`src/rtl/cbus_arbiter_if.sv`:
```
// CBus request/response types and the bundle connecting the arbiter to its
// requesters and to the shared bus.
package cbus_pkg;

  typedef enum logic [3:0] {
    MLEN1  = 4'b0000,
    MLEN2  = 4'b0001,
    MLEN4  = 4'b0011,
    MLEN8  = 4'b0111,
    MLEN16 = 4'b1111
  } cbus_len_t;

  typedef enum logic [2:0] {
    MSIZE1 = 3'd0,
    MSIZE2 = 3'd1,
    MSIZE4 = 3'd2,
    MSIZE8 = 3'd3
  } cbus_size_t;

  typedef struct packed {
    logic        valid;
    logic        is_write;
    cbus_size_t  size;
    logic [31:0] addr;
    logic [3:0]  strobe;
    logic [31:0] data;
    cbus_len_t   len;
  } cbus_req_t;

  typedef struct packed {
    logic        ready;
    logic        last;
    logic [31:0] data;
  } cbus_resp_t;

endpackage

interface cbus_arbiter_if #(
  parameter int NUM_INPUTS = 2
);
  import cbus_pkg::*;

  cbus_req_t  ireqs  [NUM_INPUTS];
  cbus_resp_t oresps [NUM_INPUTS];
  cbus_req_t  oreq;
  cbus_resp_t iresp;

  // master: requesters plus bus model; slave: the arbiter itself
  modport master (output ireqs, iresp, input oresps, oreq);
  modport slave  (input ireqs, iresp, output oresps, oreq);

endinterface

```
`src/rtl/cbus_arbiter.sv`:
```
// Shares one CBus master port among NUM_INPUTS requesters, holding the grant
// for a whole transaction until the bus reports ready && last.
module cbus_arbiter
  import cbus_pkg::*;
#(
  parameter int NUM_INPUTS  = 2,
  parameter int ROUND_ROBIN = 1
) (
  input  logic          clk,
  input  logic          reset,
  cbus_arbiter_if.slave bus
);

  localparam int IW = $clog2(NUM_INPUTS);
  localparam int CW = IW + 1;

  typedef enum logic {
    IDLE,
    BUSY
  } state_t;

  state_t        state, state_next;
  logic [IW-1:0] index, index_next;
  logic [IW-1:0] prio, prio_next;
  logic [IW-1:0] start;
  logic [IW-1:0] pick;
  logic [CW-1:0] cand;
  logic          found;
  logic          done;

  assign done  = bus.iresp.ready && bus.iresp.last;
  assign start = (ROUND_ROBIN != 0) ? prio : '0;

  // Scan start, start+1, ... with one extra bit so the wrap works for any N.
  always_comb begin
    pick  = '0;
    found = 1'b0;
    cand  = '0;
    for (int unsigned k = 0; k < NUM_INPUTS; k++) begin
      cand = {1'b0, start} + CW'(k);
      if (cand >= CW'(NUM_INPUTS)) begin
        cand = cand - CW'(NUM_INPUTS);
      end
      if (!found && bus.ireqs[cand[IW-1:0]].valid) begin
        found = 1'b1;
        pick  = cand[IW-1:0];
      end
    end
  end

  always_ff @(posedge clk) begin
    if (!reset) begin
      state <= IDLE;
      index <= '0;
      prio  <= '0;
    end else begin
      state <= state_next;
      index <= index_next;
      prio  <= prio_next;
    end
  end

  always_comb begin
    state_next = state;
    index_next = index;
    prio_next  = prio;
    case (state)
      IDLE: begin
        if (found) begin
          state_next = BUSY;
          index_next = pick;
        end
      end
      BUSY: begin
        if (done) begin
          state_next = IDLE;
          prio_next  = (index == IW'(NUM_INPUTS - 1)) ? '0 : index + IW'(1);
        end
      end
      default: state_next = IDLE;
    endcase
  end

  always_comb begin
    bus.oreq = '0;
    for (int unsigned j = 0; j < NUM_INPUTS; j++) begin
      bus.oresps[j] = '0;
    end
    if (state == BUSY) begin
      bus.oreq           = bus.ireqs[index];
      bus.oresps[index]  = bus.iresp;
    end
  end

  // The granted requester must hold valid until it has seen ready && last.
  a_grant_held: assert property (
    @(posedge clk) disable iff (!reset)
    (state == BUSY) |-> bus.ireqs[index].valid
  );

endmodule

```
`src/flat_wrapper.sv`:
```
// flat-port wrapper written by rule: the top's interface ports become plain ports
module cbus_arbiter_flat import cbus_pkg::*;
#(
  parameter int NUM_INPUTS  = 2,
  parameter int ROUND_ROBIN = 1
)
  (clk, reset, bus_ireqs, bus_iresp, bus_oresps, bus_oreq);
  cbus_arbiter_if #(.NUM_INPUTS(NUM_INPUTS)) bus_i ();
  input  logic clk;
  input  logic reset;
  input wire logic [$bits(bus_i.ireqs)-1:0] bus_ireqs;
  input wire logic [$bits(bus_i.iresp)-1:0] bus_iresp;
  output wire logic [$bits(bus_i.oresps)-1:0] bus_oresps;
  output wire logic [$bits(bus_i.oreq)-1:0] bus_oreq;
  assign bus_i.ireqs = {>>{bus_ireqs}};
  assign bus_i.iresp = bus_iresp;
  assign bus_oresps = {>>{bus_i.oresps}};
  assign bus_oreq = bus_i.oreq;
  cbus_arbiter #(.NUM_INPUTS(NUM_INPUTS), .ROUND_ROBIN(ROUND_ROBIN)) u_core (.clk(clk), .reset(reset), .bus(bus_i));
endmodule
```
`config.mk`:
```
export PLATFORM = sky130hd
export DESIGN_NAME = cbus_arbiter_flat
export DESIGN_NICKNAME = d
export VERILOG_FILES = /design/src/rtl/cbus_arbiter_if.sv /design/src/rtl/cbus_arbiter.sv /design/src/flat_wrapper.sv
export SDC_FILE = /design/constraint.sdc
export NUM_CORES = 1
export LEC_CHECK = 0
export ABC_CLOCK_PERIOD_IN_PS = 2200
export CORE_AREA = 2 2 129 131
export DETAILED_ROUTE_END_ITERATION = 6
export DIE_AREA = 0 0 131 133
export PLACE_DENSITY = 0.62
export SLEW_MARGIN = 5
export SYNTH_ARGS = -nofsm -noshare
export SYNTH_HDL_FRONTEND = slang
export SYNTH_SLANG_ARGS = --single-unit
```
`constraint.sdc`:
```
create_clock -name clk -period 2.2 [get_ports clk]
set_input_delay 0.66 -clock clk [delete_from_list [all_inputs] [get_ports clk]]
set_output_delay 0.66 -clock clk [all_outputs]
set_load 0.1 [all_outputs]
```
# Yosys cells after proc, flatten, opt, wreduce, memory -nomap -nowiden
# Cells that the tools add are included.
# word_totals
out_inout_bits	145
elab_cells	47
ff_bits	3
in_bits	190
# classes
magnitude_cmp	6
bitwise_logic	5
n_mux	23
add_sub_neg	4
reduce_logical	6
# op_table
op	n
two-way mux 77 bit	10
bitwise AND 68 bit	1
two-way mux 68 bit	1
demux 34 bit (select 1 bit)	1
two-way mux 34 bit	1
two-way mux 1 bit	9
>= comparator 2 bit (second input constant)	4
inverter 1 -> 2 bit	3
AND reduction 2 bit	2
logical AND 1 bit	3
adder 1 x 1 -> 2 bit (second input constant)	1
>= comparator 1 x 2 -> 1 bit (second input constant)	1
< comparator 2 x 1 -> 1 bit (second input constant)	1
one-hot mux 1 bit (2 select lines)	1
subtractor 1 bit (second input constant)	2
adder 1 bit (second input constant)	1
zero test 1 bit	1
inverter 1 bit	1

# Depth between registers and ports, before layout
# Gate-level depths: netlist of the first run.
# depth
depth_word	12
depth_mapped	5
mapped_depth_nobuf	3

# Worst setup path after synthesis of the first run
# No wires, ideal clock.
# synth_path
path_type	reg-to-output
startpoint	register u_core.index
endpoint	output bus_oreq[41]
path_stages_with_launch	6
required_ns	1.540
path_slack_ns	-0.539
arrival_ns	2.079
path_cell_list	dfxtp_1 -> buf_4 -> buf_6 -> buf_8 -> mux2i_1 -> nor2_1
# synth_via
elab_chain_cells	5
# synth_rtl
item	line	source
from (decl)	cbus_arbiter.sv:23	logic [IW-1:0] index, index_next;
from (signal assigned)	cbus_arbiter.sv:58	index <= index_next;
inverter 1 -> 2 bit (implied by the code)	cbus_arbiter.sv:90	bus.oreq = bus.ireqs[index];
two-way mux 77 bit (implied by the code) (3 in a row)	cbus_arbiter.sv:90	
two-way mux 77 bit	cbus_arbiter.sv:89	if (state == BUSY) begin
to (decl)	flat_wrapper.sv:14	output wire logic [$bits(bus_i.oreq)-1:0] bus_oreq;
# No other way between the ends. The select of a mux whose other input is x is not followed.

# Worst setup path after layout of the first run
# layout_path
startpoint	register u_core.index
endpoint	output bus_oresps[47]
# layout_via
elab_chain_cells	7
elab_cells_between_ends	8
# layout_rtl
item	line	source
inverter 1 -> 2 bit (implied by the code) *	cbus_arbiter.sv:91	bus.oresps[index] = bus.iresp;
>= comparator 2 bit (implied by the code) / < comparator 2 x 1 -> 1 bit (equally long branches)	cbus_arbiter.sv:91	
logical AND 1 bit (implied by the code)	cbus_arbiter.sv:91	
two-way mux 34 bit (implied by the code)	cbus_arbiter.sv:91	
demux 34 bit (select 1 bit) *	cbus_arbiter.sv:91	
bitwise AND 68 bit (no line) *	--	
two-way mux 68 bit *	cbus_arbiter.sv:89	
to (decl)	flat_wrapper.sv:13	output wire logic [$bits(bus_i.oresps)-1:0] bus_oresps;
# Every way passes the cells marked *; elsewhere a longest branch is shown, timed or not.

==> summary.md, run 1 <==
| Metric | Value |
|---|---|
| DRT iter0 DRCs | 84 |
| Maximum vdd drop | 195.8 uV |
| Router iterations before antenna repair | 4 |
| Pwr Density | 393.1 nW/um2 |
| Failing checks | negative setup slack |
| CP Launch Type | flip-flop |
| Avg Cell Area, Syn | ~6.8 um2 |
| Crit end category | output port |
| Area leader, netlist | mux2i_1 |
| Gr usage total | 13.47% |
| Count of final max-slew check failures | 0 |
| Nets | 790 |
| Vias in the first global route | 3329 |
| Antenna violations before repair | 0 |
| Post-synthesis register bit count | 3 |
| Crit path time final | 2.221 ns |
| Core Box Area | 16170 um2 |
| Ranking of synthesized cells by area | mux2i_1, nor2_1, and3_1 |
| Hold-critical path depth | 2 |
| WHS Endpoint | u_core.prio |
| Initial Util | 11.10% |
| Worst Reg2Reg Path Length in Cells | 4 |
| Final WS setup | -0.02114 ns |
| Largest net degree at the start of global routing | 45 |
| Warnings from Yosys | 0 |
| Max_cap viols | 0 |
| Reg2Reg Setup Slack | approximately 0.93 ns |
| Crit Path Max Fanout | 16 |
| Skew final | 0.0004016 ns |
| ANT nets after route | 0 |
| Post-Place Worst Slack | -0.1161 ns |
| Endpoints failing setup | 4 |
| Drc violations | 0 |
| Leak | 3.647 nW |
| PortBufs | 334 |
| Detailed Place HPWL | 10.73 mm |
| Clk Latency, worst-skew pair | 0.22 ns |
| First-pass GRT wire length | 18.41 mm |
| Final Hold Vio Count | 0 |
| Critical-path cell list | buf_12 -> nor2_4 -> clkbuf_16 -> and2_1 -> buf_12 |
| Worst path required time | 1.54 ns |
| Die area | 17420 um2 |
| Via Count | 3262 |
| Max Clk Rate | 0.4502 GHz |
| CTS tree | done |
| PnR Total Power | slightly above 0.003 W |
| H-tree level count | 1 |
| Placement Cell Area | 7188 um2 |
| R2R Path Start | u_core.state |
| Unrepaired setup endpoints after global routing | yes |
| WL final | 13.87 mm |
| Average wire per standard cell | roughly 17 um |
| Seq/Total Area, Yosys | 3.345% |
| Post-synth cell types | 21 |
| I/O Pins | 335 |
| Vias/cell | 3.983 |
| Gpl congestion | a little under 0.8 |
| Layout cells sized above 1 | 54.76% |
| Chip height | ~130 um |
| Met3 Track Usage GR | 2.467% |
| P&R area growth vs syn | 337.6% |
| Finished Cell Area | 7856 um2 |
| Slew margin rel. | 78.90% |
| Most Used Layer, Global Route | met2 |
| WS Path Type | reg -> out |
| Most frequent CP cell | buf_12 |
| Worst EP arrival | 1.56 ns |
| R2r endpoint | u_core.prio |
| Inserted Clock Buffers | 3 |
| Worst hold start | u_core.prio |
| GRT met1 Usage | 15.18% |
| Final core utilization | 48.58% |
| Core Rows | 47 |
| Routing usage on met2 | 25.85% |
| Status | finished, violations left |
| Die width | 131 um |
| Mapped Cells | 265 |
| Crit-path slowest cell | dfxtp_4 |
| Ant diodes | 0 |
| Post-Syn Nets | about 460 |
| Longest Clk Path Bufs | 2 |
| Clock-pin slew on the worst setup and hold paths | 0.03 ns |
| Worst-margin pin slew | 0.3165 ns |
| Grt total ovfl | 0 |
| Clk root buf | clkbuf_16 |
| Mapped cell area | 1795 um2 |
| Num Clock Sinks | 3 |
| Slowest stage delay, CP | 0.37 ns |
| Fin crit share | 101.0% |
| Synth top area share | roughly 43% |
| Hold crit path type | reg -> reg |
registers in the layout, summed over array words and instances (netlist names):
register      count
u_core.index      1
u_core.prio       1
u_core.state      1
how the worst max path moves through the flow:
| stage | end | slack (ns) | cells after the start | start |
|---|---|---|---|---|
| 2_1_floorplan | bus_oreq[24] | -0.45 | 4 | u_core.index |
| 3_3_place_gp | bus_oreq[74] | -0.11 | 5 | bus_ireqs[74] |
| 3_5_place_dp | bus_oreq[6] | -0.12 | 4 | bus_ireqs[6] |
| 4_1_cts | bus_oreq[51] | -0.003 | 4 | u_core.index |
| 5_1_grt | bus_oresps[47] | -0.06 | 5 | u_core.index |
| 6_report | bus_oresps[47] | -0.02 | 5 | u_core.index |
what timing repair did:
action                                  CTS  global route
pin swaps                                40            25
gates cloned                              0             4
resized for setup                       122           123
endpoints found under the setup margin   66            97
buffers inserted                          0             5
hold buffers                              0             0
logic make-up (layout without fill, tap and decap cells):
family / after synthesis / in the layout / share of synthesized area, %
multiplexers: 77 / 77 / 42.93
AO/OA/AOI/OAI: 5 / 5 / 1.952
AND/OR/NAND/NOR: 150 / 150 / 41.39
flip-flops: 3 / 3 / 3.345
buffers and inverters: 30 / 364 / 10.38
stage by stage:
step,cells,hold WS [ns],setup TNS (ns)
floorplan,265,0.4436,-4.786
global placement,807,0.4565,-1.378
detailed placement,807,0.4690,-2.018
CTS,810,0.4736,-0.007133
global route,819,0.5310,-1.110
finish,819,0.4706,-0.03661
Yosys cell counts (all sizes together):
library cell	instances
a21boi	1
and2	33
and3	34
buf	15
clkbuf	13
dfxtp	3
inv	2
mux2i	77
nand2	1
nand2b	1
nand3	2
nor2	79
o211ai	1
o21ai	2
o311a	1
cell usage in the layout (no fill, tap or decap):
cell	synthesis	final
o211ai_1	1	1
dlymetal6s2s_1	0	67
nand3_1	2	2
mux2i_1	77	44
nor2_2	0	44
inv_6	0	1
buf_12	0	151
buf_16	0	1
mux2i_2	0	31
buf_4	6	11
dfxtp_2	0	1
dfxtp_4	0	1
dlygate4sd2_1	0	87
and3_4	0	30
o311a_1	1	1
nand2_1	1	1
nor2_1	78	3
clkbuf_16	0	7
inv_1	1	1
and2_4	0	14
buf_6	1	2
and2_1	33	19
mux2i_4	0	2
clkbuf_1	10	1
and3_1	34	4
dfxtp_1	3	1
nor2_4	1	32
a21boi_0	1	1
o21ai_0	2	2
nand2b_1	1	1
clkdlybuf4s50_1	0	35
power by group:
part	leakage [nW]	switching, W	total [W]	internal [W]
sequential	0.0256	0.00000649	0.0000650	0.0000585
combinational	3.58	0.00166	0.00274	0.00107
clock	0.0382	0.0000491	0.000288	0.000239
total	3.65	0.00172	0.00309	0.00137
layer usage:
metal,wire (um),vias to the layer above
met3,990,14
met4,203,0
met5,0,-
met2,7627,169
met1,5046,1510
li1,-,1569
worst max-delay path, delay by kind of cell, from the launching register on:
kind	cells	cell delay, ns
buf+inv	3	0.55
simple gates	2	0.41
flops	1	0.37
final cells by class:
| type | count | area [um2] |
|---|---|---|
| clock buffer | 4 | 78.83 |
| fill | 1426 | 8315 |
| inverter | 2 | 12.51 |
| multi-input combinational | 232 | 2218 |
| sequential | 3 | 65.06 |
| tap | 220 | 275.3 |
| timing repair buffer | 358 | 5206 |
Note: power is estimated with default switching activity, not from simulation.
==> inputs of run 2 (changes only) <==
--- a/config.mk
+++ b/config.mk
@@ -6,6 +6,7 @@
 export NUM_CORES = 1
 export LEC_CHECK = 0
 export ABC_CLOCK_PERIOD_IN_PS = 2200
+export CAP_MARGIN = 5
 export CORE_AREA = 2 2 129 131
 export DETAILED_ROUTE_END_ITERATION = 6
 export DIE_AREA = 0 0 131 133
==> results of run 2 <==
No change in the layout: final DEF, timing and power equal those of run 1.
